<file path="config.mk">
export PLATFORM = sky130hd
export DESIGN_NAME = latch_sampler
export DESIGN_NICKNAME = d
export VERILOG_FILES = /design/src/rtl/latch_sampler.sv
export SDC_FILE = /design/constraint.sdc
export NUM_CORES = 1
export LEC_CHECK = 0
export CAP_MARGIN = 20
export CORE_MARGIN = 8
export CORE_UTILIZATION = 30
export DETAILED_ROUTE_END_ITERATION = 7
export PLACE_DENSITY = 0.55
export REMOVE_ABC_BUFFERS = 1
export SYNTH_ARGS = -nofsm -noshare
export SYNTH_HDL_FRONTEND = slang
export SYNTH_SLANG_ARGS = --single-unit
</file>
<file path="constraint.sdc">
create_clock -name clk -period 4.27 [get_ports clk]
set_clock_uncertainty 0.1 [all_clocks]
set_input_delay 0.427 -clock clk [delete_from_list [all_inputs] [get_ports clk]]
set_output_delay 0.427 -clock clk [all_outputs]
set_load 0.02 [all_outputs]
</file>
<file path="src/rtl/latch_sampler.sv">
// Samples a level-sensitive latch bus: waits for the writer's window to close,
// lets the synchronised word settle, then offers it on a valid/ready handshake.
module latch_sampler #(
    parameter int WIDTH         = 4,
    parameter int SYNC_STAGES   = 2,
    parameter int STABLE_CYCLES = 3
) (
    input  logic             clk,
    input  logic             reset_n,
    input  logic             open,
    input  logic [WIDTH-1:0] d_in,
    output logic [WIDTH-1:0] out_data,
    output logic             out_valid,
    input  logic             out_ready,
    output logic             overrun,
    input  logic             overrun_clr
);

    localparam int CNT_W = $clog2(STABLE_CYCLES + 1);
    localparam logic [CNT_W-1:0] CNT_ONE  = CNT_W'(1);
    localparam logic [CNT_W-1:0] CNT_LAST = CNT_W'(STABLE_CYCLES);

    typedef enum logic [1:0] {
        IDLE,
        SETTLE,
        OFFER
    } state_t;

    logic [SYNC_STAGES-1:0]            open_sync_q;
    logic [SYNC_STAGES-1:0][WIDTH-1:0] data_sync_q;
    logic                              open_s_d_q;

    state_t           state_q, state_d;
    logic [CNT_W-1:0] count_q, count_d;
    logic [WIDTH-1:0] cand_q, cand_d;
    logic [WIDTH-1:0] out_data_q, out_data_d;
    logic             overrun_q, overrun_d;

    logic             open_s;
    logic [WIDTH-1:0] data_s;
    logic             fall;
    logic             xfer;
    logic             take_fall;

    assign open_s    = open_sync_q[SYNC_STAGES-1];
    assign data_s    = data_sync_q[SYNC_STAGES-1];
    assign fall      = !open_s && open_s_d_q;
    assign out_valid = (state_q == OFFER);
    assign xfer      = out_valid && out_ready;
    assign out_data  = out_data_q;
    assign overrun   = overrun_q;

    // A close event is accepted from IDLE, or from OFFER when the pending word leaves on the same edge.
    assign take_fall = fall && ((state_q == IDLE) || xfer);

    always_ff @(posedge clk) begin
        if (!reset_n) begin
            open_sync_q <= '1;
            data_sync_q <= '0;
            open_s_d_q  <= 1'b1;
            state_q     <= IDLE;
            count_q     <= '0;
            cand_q      <= '0;
            out_data_q  <= '0;
            overrun_q   <= 1'b0;
        end else begin
            open_sync_q <= {open_sync_q[SYNC_STAGES-2:0], open};
            data_sync_q <= {data_sync_q[SYNC_STAGES-2:0], d_in};
            open_s_d_q  <= open_s;
            state_q     <= state_d;
            count_q     <= count_d;
            cand_q      <= cand_d;
            out_data_q  <= out_data_d;
            overrun_q   <= overrun_d;
        end
    end

    always_comb begin
        state_d    = state_q;
        count_d    = count_q;
        cand_d     = cand_q;
        out_data_d = out_data_q;
        overrun_d  = overrun_q && !overrun_clr;

        case (state_q)
            IDLE: begin
            end
            SETTLE: begin
                if (open_s) begin
                    state_d = IDLE;
                end else if (data_s != cand_q) begin
                    cand_d  = data_s;
                    count_d = CNT_ONE;
                end else if (count_q + CNT_ONE == CNT_LAST) begin
                    out_data_d = cand_q;
                    state_d    = OFFER;
                end else begin
                    count_d = count_q + CNT_ONE;
                end
            end
            OFFER: begin
                if (xfer) begin
                    state_d = IDLE;
                end else if (fall) begin
                    // Set wins over a simultaneous clear; the offered word is kept.
                    overrun_d = 1'b1;
                end
            end
            default: begin
                state_d = IDLE;
            end
        endcase

        if (take_fall) begin
            cand_d  = data_s;
            count_d = CNT_ONE;
            if (STABLE_CYCLES == 1) begin
                out_data_d = data_s;
                state_d    = OFFER;
            end else begin
                state_d = SETTLE;
            end
        end
    end

endmodule
</file>
# After elaboration in Yosys (flattened, before gate mapping)
# Index checks and enable logic that the tools add are counted.
# Widths: inputs -> output; s select.
[totals]
word_cells = 65
register_bits = 24
out_inout_bits = 6
in_bits = 9
[op_classes]
n_mux = 18
add_sub_neg = 1
n_eq_ne = 14
n_bitwise = 4
n_reduce_logical = 17
[op_table]
columns = ["operator", "count"]
rows = [
  ["$mux 4", 4],
  ["$mux 2", 6],
  ["$reduce_and 4->1", 3],
  ["$ne 3x3->1 const B", 3],
  ["$reduce_and 3->1", 3],
  ["$ne 4x4->1 const B", 2],
  ["$mux 1", 7],
  ["$pmux 2 s3", 1],
  ["$eq 2x2->1 const B", 2],
  ["$logic_and 1x1->1", 4],
  ["$ne 2x1->1 const B", 2],
  ["$ne 2x2->1 const B", 2],
  ["$ne 4x4->1", 1],
  ["$not 1->1", 4],
  ["$reduce_bool 2->1", 2],
  ["$ne 3x1->1 const B", 1],
  ["$add 2x1->2 const B", 1],
  ["$eq 2x1->1 const B", 1],
  ["$logic_not 1->1", 2],
  ["$logic_not 2->1", 1],
  ["$reduce_or 2->1", 1],
  ["$logic_or 1x1->1", 1],
]

# Logic depth before layout (Yosys ltp)
[logic_depth]
word_depth = 7
mapped_depth = 5
depth_no_buf = 5

# Least setup slack after synthesis
# Ideal clock, no wire load.
[synth_timing]
kind = "reg-to-reg"
startpoint = "register cand_q[3]"
endpoint = "register count_q[0]"
synth_period_minus_slack_ps = 1404
arrival_ps = 1182
setup_time_ps = 122
path_buffers = 1
setup_slack_ps = 2866
stages_incl_launch_ff = 6
cell_sequence = "dfxtp_1 > xnor2_1 > and4_1 > buf_2 > a21oi_1 > o311a_1"
[synth_via]
elab_chain_cells = 5
word_cells_on_any_way = 7
classes_between = "2 x eq/ne; 4 x mux; 1 x reduce/logical"
[synth_lines]
columns = ["element", "line", "text"]
rows = [
  ["start: declaration", "35", "logic [WIDTH-1:0] cand_q, cand_d;"],
  ["start signal: assignment", "72", "cand_q <= cand_d;"],
  ["$ne 4x4->1 *", "91", "end else if (data_s != cand_q) begin"],
  ["$mux 2", "91", ""],
  ["$mux 1", "89", "if (open_s) begin"],
  ["$mux 1", "85", "case (state_q)"],
  ["$mux 1", "114", "if (take_fall) begin"],
  ["end signal: assignment", "71", "count_q <= count_d;"],
  ["end: declaration", "34", "logic [CNT_W-1:0] count_q, count_d;"],
]
# Mark *: on every way between the ends. The rest lies on a longest branch, timed or not. The select of a mux whose other input is x is not followed.
# A chain may end at the register's enable or synchronous reset.

# Worst setup path after layout
[layout_timing]
startpoint = "register state_q[1]"
endpoint = "output out_valid"
[layout_via]
elab_chain_cells = 1
[layout_lines]
columns = ["element", "line", "text"]
rows = [
  ["start: declaration", "33", "state_t state_q, state_d;"],
  ["start signal: assignment", "70", "state_q <= state_d;"],
  ["$eq 2x2->1", "48", "assign out_valid = (state_q == OFFER);"],
  ["end: declaration", "13", "output logic out_valid,"],
]
# No other way between the ends.

==> run_results.csv <==
group,metric,value,unit
route,drcViolationCount,0,
logic_synthesis,synth_warnings,0,
die,dieArea,0.00513,mm²
timing,rsz0062_at_grt,"false",
grt,grt_pass1_wl,3.00,mm
power_and_ir_drop,clkPwrFrac,30.9,%
logic_synthesis,synth_cell_type_count,27,
critical_path,timing.rr.start,"cand_q[3]",
route,wl,1.61,mm
grt,grtUsageMet1,8.10,%
logic_synthesis,synth_ff_type,"dfxtp_1",
logic_synthesis,synth-edff-count,0,
timing,slew_viol_final,0,
cts,clk_latency,0.31,ns
power_and_ir_drop,internal_power,0.297,mW
cts,cts_hold_buf,0,
finish,instances_no_fill,145,
route,drt-initial-drc-count,10,
critical_path,crit_start,"state_q[1]",
cts,htree_levels,1,
grt,use_met3,2.65,%
power_and_ir_drop,pwr-share-seq,61.6,%
hold_path,min_from,"open_sync_q[0]",
logic_synthesis,netlist_top_cells_area,"dfxtp_1 (52%), and2_1 (6.1%), mux2i_1 (4.3%)",
power_and_ir_drop,comb_power_share,7.6,%
route,dr_total_vias,686,
power_and_ir_drop,swShare,21.7,%
die,core-area,0.00300,mm²
timing,slew_headroom,59.9,%
logic_synthesis,synth_top_cell_area_share,51.8,%
placement,dp.cells,141,
cts,clock-sinks,24,
timing,period_share,49.1,%
power_and_ir_drop,power_leakage,0.415,nW
timing,tightest_slew,0.600,ns
critical_path,startpoint_type,"register",
die,start_util,30.9,%
finish,multiInputGateArea,428,µm²
placement,place_hpwl,1.24,mm
placement,gp_congestion,0.802,
finish,layout_common_cells,"dfxtp_1 (24), clkdlybuf4s50_1 (14), nand2_1 (10), and2_1 (9), a21oi_1 (7)",
run_status,status,"finished clean",
timing,fin_crit,2.10,ns
route,drt_first_pass_iters,4,
finish,nNetsFinal,123,
grt,grt_pass1_vias,724,
timing,tns,0,ns
logic_synthesis,synth.avg_cell_area,9.57,µm²
die,rows,20,
die,die_w,71.6,µm
power_and_ir_drop,ir_worst_vdd,0.185,mV
grt,use_met2,11.6,%
cts,root_buffer,"clkbuf_4",
logic_synthesis,synth_area_leader_cell,"dfxtp_1",
placement,portBuffers,14,
finish,area_growth,22.1,%
route,ant_nets,0,
power_and_ir_drop,p_per_area,334,mW/mm²
grt,grt-busiest-layer,"met2",
grt,grt_max_degree,23,
critical_path,critPathCaptureType,"primary output",
logic_synthesis,synth_seq_cells,24,
power_and_ir_drop,p_sw,0.0821,mW
finish,final_common_cell,"dfxtp_1",
critical_path,critical_path_arrival,1.57,ns
timing,fmax,477,MHz
logic_synthesis,synth_area,928,µm²
job,drv_cap,0,
grt,grt-ovfl-total,0,
critical_path,crit_fanout,5,
finish,regArea,480,µm²
route,vias_per_cell,4.73,
finish,antenna_cells,0,
die,pin_count,15,
finish,fill_cells,325,
die,die_h,71.6,µm
timing,setup_viol,0,
critical_path,crit_required,3.74,ns
cts,cts_resized,0,
hold_path,min_path_type,"reg2reg",
cts,clkTransAtPathRegs,0.13,ns
logic_synthesis,synth_seq_area_share,51.8,%
cts,post_cts_buffers,0,
cts,cts_tree,"done",
timing,hold_viol_final,0,
cts,cts_made_buffers,3,
logic_synthesis,synth_cells,97,
finish,layout-drive-gt1-share,6.25,%
route,avgRoutedWirePerCell,11.1,µm
critical_path,critPathKind,"reg2out",
grt,grt_antenna_before_repair,0,
grt,grt_usage,7.09,%
cts,ctsLongestPathBuffers,2,
logic_synthesis,synthArstFlopShare,0,%
power by group through the flow:
| stage | combinational [mW] | clock [mW] | sequential, mW |
|---|---|---|---|
| global route | 0.0322 | 0.130 | 0.234 |
| global placement | 0.0282 | 0 | 0.238 |
| finish | 0.0286 | 0.117 | 0.233 |
| detailed placement | 0.0288 | 0 | 0.238 |
| floorplan | 0.0159 | 0 | 0.237 |
| CTS | 0.0289 | 0.123 | 0.233 |
critical path, cell delays in order (launching register included):
cell and delay, ns:
dfxtp_1 0.43, nor2b_1 0.20, clkdlybuf4s50_1 0.63
final cells by class:
class	count	share of cell area [%]
Clock buffer	4	3.20
Inverter	2	0.662
Multi-Input combinational cell	68	37.7
Sequential cell	24	42.4
Tap cell	33	3.64
Timing Repair Buffer	14	12.4
logic make-up (layout without fill, tap and decap cells):
kind of cell,count (synthesis),after routing,synth area share (%)
adders and majority gates,1,1,1.35
buffers and inverters,5,20,2.16
muxes,4,4,4.31
and+or+nand+nor,44,44,27.0
DFF,24,24,51.8
xor gates and xnor gates,4,4,3.77
AOI/OAI and AO/OA,15,15,9.70
flip-flops by register name (all words and copies together), names as in the netlist:
register,flops
open_s_d_q,1
state_q,2
data_sync_q,4
open_sync_q,2
cand_q,4
out_data,4
overrun,1
count_q,2
data_s,4
per-stage QoR:
| step | hold slack (ns) | instance area (µm²) | setup slack, ns | power, mW | utilization, % |
|---|---|---|---|---|---|
| 5_1_grt | 0.360 | 1130 | 2.10 | 0.396 | 37.8 |
| 3_3_place_gp | 0.293 | 1100 | 2.21 | 0.266 | 36.5 |
| 2_1_floorplan | 0.286 | 916 | 2.85 | 0.253 | - |
| 3_5_place_dp | 0.302 | 1100 | 2.14 | 0.267 | 36.5 |
| 4_1_cts | 0.333 | 1130 | 2.17 | 0.385 | 37.8 |
| 6_report | 0.325 | 1130 | 2.17 | 0.379 | 37.8 |
layer usage:
layer / up-vias / part of all wire [%]
met5: - / 0
met4: 0 / 0.87
met3: 2 / 5.8
met2: 14 / 45
met1: 313 / 48
li1: 357 / -
cells in the mapped netlist (2+ instances only):
library cell  number
a21oi_1            7
and2_1             9
clkbuf_1           2
dfxtp_1           24
inv_1              2
mux2i_1            4
nand2_1           10
nand2b_1           4
nand3_1            5
nor2_1             5
nor2b_1            3
o21ai_0            4
xnor2_1            4
worst paths after layout:
kind,to,slack [ns],depth (start not counted)
setup reg to reg,count_q[0],2.70,4
hold reg to reg,open_sync_q[1],0.33,1
hold / removal,open_sync_q[1],0.33,1
setup / recovery,out_valid,2.17,2
Note: power is estimated with default switching activity, not from simulation.
